## src/rtl/frame_level_pkg.sv

```systemverilog
// Shared types and constants for the frame level meter: sample/magnitude widths and FSM states.
package frame_level_pkg;

    localparam int unsigned DATA_W    = 24;
    localparam int unsigned FRAME_LEN = 256;

    typedef enum logic [1:0] {IDLE, READ, FINISH} state_e;

    typedef logic signed [DATA_W-1:0] sample_t;
    typedef logic [DATA_W-2:0]        mag_t;

endpackage

```

## src/rtl/frame_level_meter_if.sv

```systemverilog
// Sample RAM read port: valid/ready data handshake plus the "full frame available" flag.
interface frame_level_meter_if;
    import frame_level_pkg::*;

    sample_t read_data;
    logic    read_valid;
    logic    read_ready;
    logic    buffer_ready;

    modport master (output read_data, output read_valid, output buffer_ready, input read_ready);
    modport slave  (input read_data, input read_valid, input buffer_ready, output read_ready);

endinterface

```

## src/rtl/abs_sat.sv

```systemverilog
// Signed sample to unsigned magnitude; the most negative code saturates to the largest magnitude.
module abs_sat
    import frame_level_pkg::*;
(
    input  sample_t sample_i,
    output mag_t    mag_o
);

    localparam sample_t MinVal = {1'b1, {(DATA_W-1){1'b0}}};

    always_comb begin
        if (sample_i == MinVal) begin
            mag_o = '1;
        end else if (sample_i[DATA_W-1]) begin
            mag_o = mag_t'(-sample_i);
        end else begin
            mag_o = mag_t'(sample_i);
        end
    end

endmodule

```

## src/rtl/frame_level_meter.sv

```systemverilog
// Drains one frame of samples from the RAM read port and reports its peak and mean magnitude.
module frame_level_meter
    import frame_level_pkg::*;
#(
    parameter int unsigned FRAME_LEN = frame_level_pkg::FRAME_LEN,
    parameter int unsigned CNT_W     = $clog2(FRAME_LEN) + 1
) (
    input  logic                clk_i,
    input  logic                rst_i,
    frame_level_meter_if.slave  ram_if,
    output mag_t                peak_o,
    output mag_t                mean_abs_o,
    output logic                frame_valid_o,
    output logic                busy_o,
    output logic [CNT_W-1:0]    sample_count_o
);

    localparam int unsigned LOG2_LEN = $clog2(FRAME_LEN);
    localparam int unsigned ACC_W    = DATA_W - 1 + LOG2_LEN;

    state_e             state_q, state_d;
    logic [CNT_W-1:0]   cnt_q, cnt_d;
    logic [ACC_W-1:0]   acc_q, acc_d;
    mag_t               peak_q, peak_d;
    mag_t               peak_out_q, peak_out_d;
    mag_t               mean_q, mean_d;
    logic               fvalid_q, fvalid_d;
    mag_t               mag;
    logic               beat;

    abs_sat u_abs_sat (
        .sample_i (ram_if.read_data),
        .mag_o    (mag)
    );

    assign beat = (state_q == READ) && ram_if.read_valid;

    always_comb begin
        state_d    = state_q;
        cnt_d      = cnt_q;
        acc_d      = acc_q;
        peak_d     = peak_q;
        peak_out_d = peak_out_q;
        mean_d     = mean_q;
        fvalid_d   = 1'b0;
        case (state_q)
            IDLE: begin
                if (ram_if.buffer_ready) begin
                    state_d = READ;
                    cnt_d   = '0;
                    acc_d   = '0;
                    peak_d  = '0;
                end
            end
            READ: begin
                // buffer_ready is deliberately ignored here: a started frame always completes.
                if (beat) begin
                    acc_d = acc_q + ACC_W'(mag);
                    cnt_d = cnt_q + CNT_W'(1);
                    if (mag > peak_q) begin
                        peak_d = mag;
                    end
                    if (cnt_q == CNT_W'(FRAME_LEN - 1)) begin
                        state_d = FINISH;
                    end
                end
            end
            FINISH: begin
                peak_out_d = peak_q;
                mean_d     = acc_q[ACC_W-1:LOG2_LEN];
                fvalid_d   = 1'b1;
                cnt_d      = '0;
                state_d    = IDLE;
            end
            default: state_d = IDLE;
        endcase
    end

    always_ff @(posedge clk_i or posedge rst_i) begin
        if (rst_i) begin
            state_q    <= IDLE;
            cnt_q      <= '0;
            acc_q      <= '0;
            peak_q     <= '0;
            peak_out_q <= '0;
            mean_q     <= '0;
            fvalid_q   <= 1'b0;
        end else begin
            state_q    <= state_d;
            cnt_q      <= cnt_d;
            acc_q      <= acc_d;
            peak_q     <= peak_d;
            peak_out_q <= peak_out_d;
            mean_q     <= mean_d;
            fvalid_q   <= fvalid_d;
        end
    end

    assign ram_if.read_ready = (state_q == READ);
    assign busy_o            = (state_q != IDLE);
    assign sample_count_o    = cnt_q;
    assign peak_o            = peak_out_q;
    assign mean_abs_o        = mean_q;
    assign frame_valid_o     = fvalid_q;

endmodule

```

## src/flat_wrapper.sv

```systemverilog
// flat-port wrapper written by rule: the top's interface ports become plain ports
module frame_level_meter_flat import frame_level_pkg::*;
#(
    parameter int unsigned FRAME_LEN = frame_level_pkg::FRAME_LEN,
    parameter int unsigned CNT_W     = $clog2(FRAME_LEN) + 1
)
  (clk_i, rst_i, peak_o, mean_abs_o, frame_valid_o, busy_o, sample_count_o, ram_if_read_data, ram_if_read_valid, ram_if_buffer_ready, ram_if_read_ready);
  frame_level_meter_if ram_if_i ();
  input  logic clk_i;
  input  logic rst_i;
  output mag_t peak_o;
  output mag_t mean_abs_o;
  output logic frame_valid_o;
  output logic busy_o;
  output logic [CNT_W-1:0] sample_count_o;
  input wire logic [$bits(ram_if_i.read_data)-1:0] ram_if_read_data;
  input wire logic [$bits(ram_if_i.read_valid)-1:0] ram_if_read_valid;
  input wire logic [$bits(ram_if_i.buffer_ready)-1:0] ram_if_buffer_ready;
  output wire logic [$bits(ram_if_i.read_ready)-1:0] ram_if_read_ready;
  assign ram_if_i.read_data = ram_if_read_data;
  assign ram_if_i.read_valid = ram_if_read_valid;
  assign ram_if_i.buffer_ready = ram_if_buffer_ready;
  assign ram_if_read_ready = ram_if_i.read_ready;
  frame_level_meter #(.FRAME_LEN(FRAME_LEN), .CNT_W(CNT_W)) u_core (.clk_i(clk_i), .rst_i(rst_i), .ram_if(ram_if_i), .peak_o(peak_o), .mean_abs_o(mean_abs_o), .frame_valid_o(frame_valid_o), .busy_o(busy_o), .sample_count_o(sample_count_o));
endmodule
```

## config.mk

```make
export PLATFORM = sky130hd
export DESIGN_NAME = frame_level_meter_flat
export DESIGN_NICKNAME = d
export VERILOG_FILES = /design/src/rtl/frame_level_pkg.sv /design/src/rtl/frame_level_meter_if.sv /design/src/rtl/abs_sat.sv /design/src/rtl/frame_level_meter.sv /design/src/flat_wrapper.sv
export SDC_FILE = /design/constraint.sdc
export NUM_CORES = 1
export LEC_CHECK = 0
export BUFFER_PORTS_ARGS = -buffer_cell sky130_fd_sc_hd__buf_2
export CORE_ASPECT_RATIO = 0.6
export CORE_MARGIN = 3
export CORE_UTILIZATION = 40
export CTS_CLUSTER_DIAMETER = 120
export DETAILED_ROUTE_END_ITERATION = 6
export PLACE_DENSITY = 0.68
export RECOVER_POWER = 25
export SYNTH_ARGS = -nofsm -noshare
export SYNTH_HDL_FRONTEND = slang
export SYNTH_SLANG_ARGS = --single-unit
```

## constraint.sdc

```tcl
create_clock -name clk_i -period 6.2 [get_ports clk_i]
set_input_delay 1.24 -clock clk_i [delete_from_list [all_inputs] [get_ports clk_i]]
set_output_delay 1.24 -clock clk_i [all_outputs]
set_load 0.1 [all_outputs]
```

==> impl_metrics.py, run 1 <==
metrics = {
    "global_routing": {
        "grt_pass1_wl_um": 33000,
        "gr-total-overflow": 0,
        "grt_util_all_layers": 0.203,
        "antenna_found_initial": 0,
        "grt_max_degree": 62,
        "grt_pass1_vias": 5890,
    },
    "job": {
        "max_cap_violations": 2,
    },
    "worst_setup_path": {
        "cp.depth": 12,
        "critical_path_required_ns": 6.49,
        "worst-setup-path-type": "input port to register",
        "crit_path_frequent_cell": "or4_1",
        "cp_top_family": "simple AND/OR/NAND/NOR gates",
        "crit_path_cell_trace": "buf_2, or4_1, or4_1, o311a_1, nor3_2, ha_1, a21oi_1, o21ba_2, a211o_1, a31o_2, or4_1, a21oi_1",
        "critPathLaunch": "ram_if_read_data[1]",
        "cp-start-kind": "input port",
        "endpoint_kind": "register",
        "reg2reg_depth": 6,
        "crit_slowest_cell": "or4_1",
        "max_stage_delay_ns": 0.70,
        "reg2reg_from": "u_core.state_q[1]",
        "critPathMaxFanout": 7,
        "crit_arrival_ns": 5.29,
        "critical_path_buf_inv_count": 1,
    },
    "sta": {
        "rsz0062_at_grt": "false",
        "fin_crit_ns": 5.00,
        "finalCritPeriodShare": 0.807,
        "slew_violations": 72,
        "fin_worst_skew_ns": 0.0119,
        "slew_headroom": -0.562,
        "fin_setup_tns_ns": 0,
        "setup_violations": 0,
        "timing.fmax_ghz": 0.200,
        "tightest_slew_ns": 2.33,
        "final-hold-violation-count": 0,
    },
    "die": {
        "die_h_um": 111,
        "die_area_um2": 20100,
        "core-area_um2": 17600,
        "io_pins": 86,
        "chipWidth_um": 181,
        "initial_core_util": 0.419,
        "row_count": 37,
    },
    "clock_tree": {
        "postCtsSetupRepairBufs": 0,
        "postCtsHoldBufs": 0,
        "root_buffer": "clkbuf_16",
        "cts_buffers": 9,
        "clock_path_buffers": 2,
        "cts_sinks": 112,
        "cts_tree": "yes",
        "clk_pin_slew_ns": 0.08,
        "clkLatencyLatePin_ns": 0.36,
        "ctsResizeCount": 0,
        "htree_levels": 3,
    },
    "routing": {
        "dr.pass1.iters": 7,
        "vias_per_cell": 5.81,
        "ant_nets": 0,
        "drt_iter0_markers": 731,
        "drc_errors": 0,
        "drt_wl_total_um": 20600,
        "drt-wirelength-per-cell_um": 18.8,
        "routed-via-count": 6378,
    },
    "run_status": {
        "status": "complete, but fails checks",
        "violations": "max-capacitance violations, max-slew violations",
    },
    "synthesis": {
        "syn_inst": 791,
        "yosysSeqAreaShare": 0.380,
        "synthFlopType": "dfrtp_1",
        "ys_warn_count": 0,
        "ys_ff_latch": 112,
        "synth_edf_count": 0,
        "synth_area_um2": 7370,
        "ys_types": 67,
        "synthArstFlopShare": 1.00,
        "avgSynthCellArea_um2": 9.32,
        "synth.net_count": 874,
    },
    "power": {
        "ir_drop_v": 0.000179,
        "power.leakage_nw": 4.19,
        "power_density_nw_per_um2": 397,
    },
    "placed_design": {
        "io_buffers": 85,
        "gp_congestion": 0.962,
        "dp_hpwl_um": 15700,
    },
    "final_layout": {
        "syn2layout_area_growth_pct": 12.0,
        "final_cell_mix": "112 x dfrtp_1, 106 x nand2_1, 85 x buf_2",
        "final_common_cell": "dfrtp_1",
        "final_util": 0.469,
        "antenna_cells": 0,
        "drive_gt1_frac": 0.192,
        "nets": 941,
    },
    "hold_path": {
        "hp-class": "register to register",
        "min_from": "u_core.acc_q[3]",
        "hold_depth": 2,
    },
}
-- synthesized netlist by cell type (7+ instances only) --
cell | number | area, um^2
a211oi_1 | 8 | 60.1
a21o_1 | 11 | 82.6
a21oi_1 | 43 | 215
and2_1 | 7 | 43.8
and3_1 | 14 | 87.6
clkbuf_1 | 27 | 101
dfrtp_1 | 112 | 2800
ha_1 | 54 | 676
inv_1 | 38 | 143
mux2_2 | 47 | 529
mux2i_1 | 29 | 290
nand2_1 | 106 | 398
nand2b_1 | 7 | 43.8
nand3_1 | 18 | 90.1
nand4_1 | 14 | 87.6
nor2_1 | 42 | 158
nor4_1 | 7 | 43.8
o211ai_1 | 11 | 82.6
o21a_1 | 13 | 97.6
o21ai_0 | 46 | 230
or3_1 | 8 | 50.1
or4_1 | 9 | 67.6
xor2_1 | 14 | 123
-- report_power, final --
group          leakage (nW)  internal [mW]  switching, mW  total (mW)
Combinational          2.60          0.582          0.988        1.57
Sequential             1.45          0.916          0.211        1.13
Clock                 0.136          0.298          0.280       0.579
Total                  4.19           1.80           1.48        3.28
-- worst paths after layout --
path | endpoint | slack, ns
max | u_core.acc_q[30] | 1.20
min | u_core.acc_q[3] | 0.49
max reg2reg | u_core.acc_q[19] | 2.39
min reg2reg | u_core.acc_q[3] | 0.49
max in group asynchronous | u_core.peak_o[19] | 3.04
min in group asynchronous | u_core.mean_abs_o[2] | 1.50
-- worst reg2reg max path: stages (launching register included) --
cell      delay [ns]
dfrtp_1         0.47
nand2b_1        0.34
clkinv_1        0.09
clkbuf_1        1.05
nand2_1         0.93
or4_1           0.74
nand3_1         0.12
-- logic make-up after synthesis --
family                     Yosys count  synth area share
AOI/OAI and AO/OA                  200             0.184
muxes                               76             0.111
buffers and inverters               74            0.0418
DFF                                112             0.380
and+or+nand+nor                    254             0.165
xor gates and xnor gates            20            0.0238
adders and majority gates           55            0.0944
-- per-layer routing --
layer,vias up,part of all wire,global-route usage
met5,-,0,0
met4,0,0.0042,0.0269
met3,11,0.10,0.0656
met2,274,0.37,0.259
met1,3064,0.52,0.332
li1,3029,-,-
-- sequential cells by signal (all words and copies together), names as in the netlist --
signal and flops:
u_core.sample_count_o 9, u_core.mean_abs_o 23, u_core.peak_q 23, u_core.acc_q 31
u_core.state_q 2, u_core.peak_o 23, u_core.frame_valid_o 1
-- cell type report --
| cell class | count | area, um^2 |
|---|---|---|
| sequential | 112 | 2800 |
| fill | 1710 | 9340 |
| tap | 234 | 293 |
| multi-input combinational | 605 | 4260 |
| inverter | 39 | 148 |
| clock buffer | 13 | 260 |
| timing repair buffer | 91 | 467 |
| clock inverter | 3 | 25.0 |
-- stage by stage --
stage	worst slack (ns)	instance area [um^2]	total power, mW	cells	hold WS, ns
after floorplan	1.29	7370	2.25	791	0.455
after global placement	0.921	7980	2.64	1081	0.474
after detailed placement	0.841	7980	2.67	1081	0.477
after CTS	1.21	8270	3.25	1097	0.494
after global routing	0.867	8260	3.51	1097	0.516
final	1.20	8260	3.28	1097	0.492
Note: power is estimated with default switching activity, not from simulation.
==> inputs of run 2 (changes only) <==
Settings changed: PLACE_DENSITY 0.68 to 0.7.
Clock period 6.2 ns to 4.6 ns, I/O delays scaled along.
==> impl_metrics.py, run 2 (synthesis gave the netlist of run 1 again) <==
metrics = {
    "run_status": {
        "status": "complete, but fails checks",
        "violations": "max-capacitance violations, max-slew violations",
    },
    "clock_tree": {
        "postCtsHoldBufs": 0,
        "clock_path_buffers": 2,
        "cts_buffers": 9,
        "root_buffer": "clkbuf_16",
        "clk_pin_slew_ns": 0.08,
        "clkLatencyLatePin_ns": 0.37,
        "htree_levels": 3,
        "cts_tree": "yes",
        "ctsResizeCount": 0,
        "postCtsSetupRepairBufs": 0,
        "cts_sinks": 112,
    },
    "routing": {
        "routed-via-count": 6630,
        "drt_wl_total_um": 21300,
        "drt_iter0_markers": 683,
        "ant_nets": 0,
        "vias_per_cell": 5.72,
        "dr.pass1.iters": 5,
        "drc_errors": 0,
        "drt-wirelength-per-cell_um": 18.4,
    },
    "sta": {
        "fin_worst_skew_ns": 0.0146,
        "slew_headroom": -0.645,
        "tightest_slew_ns": 2.46,
        "setup_violations": 0,
        "rsz0062_at_grt": "false",
        "fin_ws_ns": 0.231,
        "fin_setup_tns_ns": 0,
        "timing.fmax_ghz": 0.229,
        "fin_crit_ns": 4.37,
        "slew_violations": 66,
        "final-hold-violation-count": 0,
        "hold_slack_ns": 0.495,
        "finalCritPeriodShare": 0.950,
    },
    "die": {
        "row_count": 37,
        "die_h_um": 111,
        "core-area_um2": 17600,
        "io_pins": 86,
        "die_area_um2": 20100,
        "initial_core_util": 0.419,
        "chipWidth_um": 181,
    },
    "power": {
        "fin_total_pwr_mw": 4.71,
        "power.leakage_nw": 4.51,
        "power_density_nw_per_um2": 536,
        "ir_drop_v": 0.000255,
    },
    "global_routing": {
        "busiest_layer": "met1",
        "met1_usage": 0.355,
        "grt_util_all_layers": 0.214,
        "gr-total-overflow": 0,
        "use_met2": 0.275,
        "grt_max_degree": 45,
        "met3_usage": 0.0531,
        "antenna_found_initial": 0,
        "grt_pass1_vias": 6145,
        "grt_pass1_wl_um": 34500,
    },
    "hold_path": {
        "hp-class": "register to register",
        "hold_depth": 2,
        "min_from": "u_core.acc_q[2]",
        "min_to": "u_core.acc_q[2]",
    },
    "final_layout": {
        "largest-register": "u_core.acc_q",
        "final_cell_mix": "112 x dfrtp_1, 106 x nand2_1, 85 x buf_2",
        "drive_gt1_frac": 0.249,
        "nets": 1003,
        "largest_reg_flops": 31,
        "final_common_cell": "dfrtp_1",
        "antenna_cells": 0,
        "syn2layout_area_growth_pct": 19.2,
    },
    "worst_setup_path": {
        "critical_path_required_ns": 4.89,
        "critPathLaunch": "ram_if_read_data[1]",
        "cp-start-kind": "input port",
        "critPathMaxFanout": 4,
        "crit_arrival_ns": 4.66,
        "endpoint_kind": "register",
        "reg2reg_from": "u_core.state_q[1]",
        "r2r_end": "u_core.peak_o[15]",
        "reg2reg_depth": 3,
        "ff2ff_setup_slack_ns": 1.19,
        "worst-setup-path-type": "input port to register",
    },
    "job": {
        "max_cap_violations": 2,
    },
    "placed_design": {
        "io_buffers": 85,
        "dp_hpwl_um": 16400,
        "pre_cts_ws_ns": -0.0933,
        "gp_congestion": 0.940,
    },
}
[run 2: layer usage]
metal | routed length [um] | vias up
li1 | - | 3158
met2 | 7780 | 276
met4 | 171 | 0
met3 | 1910 | 14
met5 | 0 | -
met1 | 11400 | 3182
[run 2: metrics by stage]
stage	util	cell area, um^2	cells
2_1_floorplan	-	7370	791
3_3_place_gp	0.481	8470	1142
3_5_place_dp	0.481	8470	1142
4_1_cts	0.499	8770	1158
5_1_grt	0.500	8790	1159
6_report	0.500	8790	1159
[run 2: worst max-delay path by stage]
stage                  endpoint  slack [ns]  depth (start not counted)
4_1_cts        u_core.acc_q[30]        0.28                         12
3_5_place_dp   u_core.acc_q[30]       -0.09                         12
6_report       u_core.acc_q[30]        0.23                         12
5_1_grt        u_core.acc_q[22]       0.007                         14
2_1_floorplan  u_core.acc_q[30]       0.008                         14
3_3_place_gp   u_core.acc_q[30]       -0.02                         12
[run 2: final cells by class]
type / instances / area [um^2]
clock buffers: 10 / 239
clock inverters: 6 / 68.8
fillers: 1661 / 8800
inverters: 39 / 148
multi-input cells: 605 / 4260
flip-flops and latches: 112 / 2800
well taps: 234 / 293
repair buffers: 153 / 977
[run 2: power breakdown]
group	internal [mW]	leakage (nW)	switching (mW)
logic	0.974	2.92	1.40
registers	1.23	1.45	0.276
clock network	0.439	0.137	0.385
total	2.65	4.51	2.06
[run 2: critical path, stage by stage]
cell and delay [ns]:
buf_2 0.13, or4_1 0.57, or4_1 0.58, o311a_1 0.33, nor3_2 0.37, ha_1 0.26
a21oi_1 0.08, o21ba_2 0.23, a211o_1 0.33, a31o_2 0.24, or4_1 0.46, a21oi_1 0.15
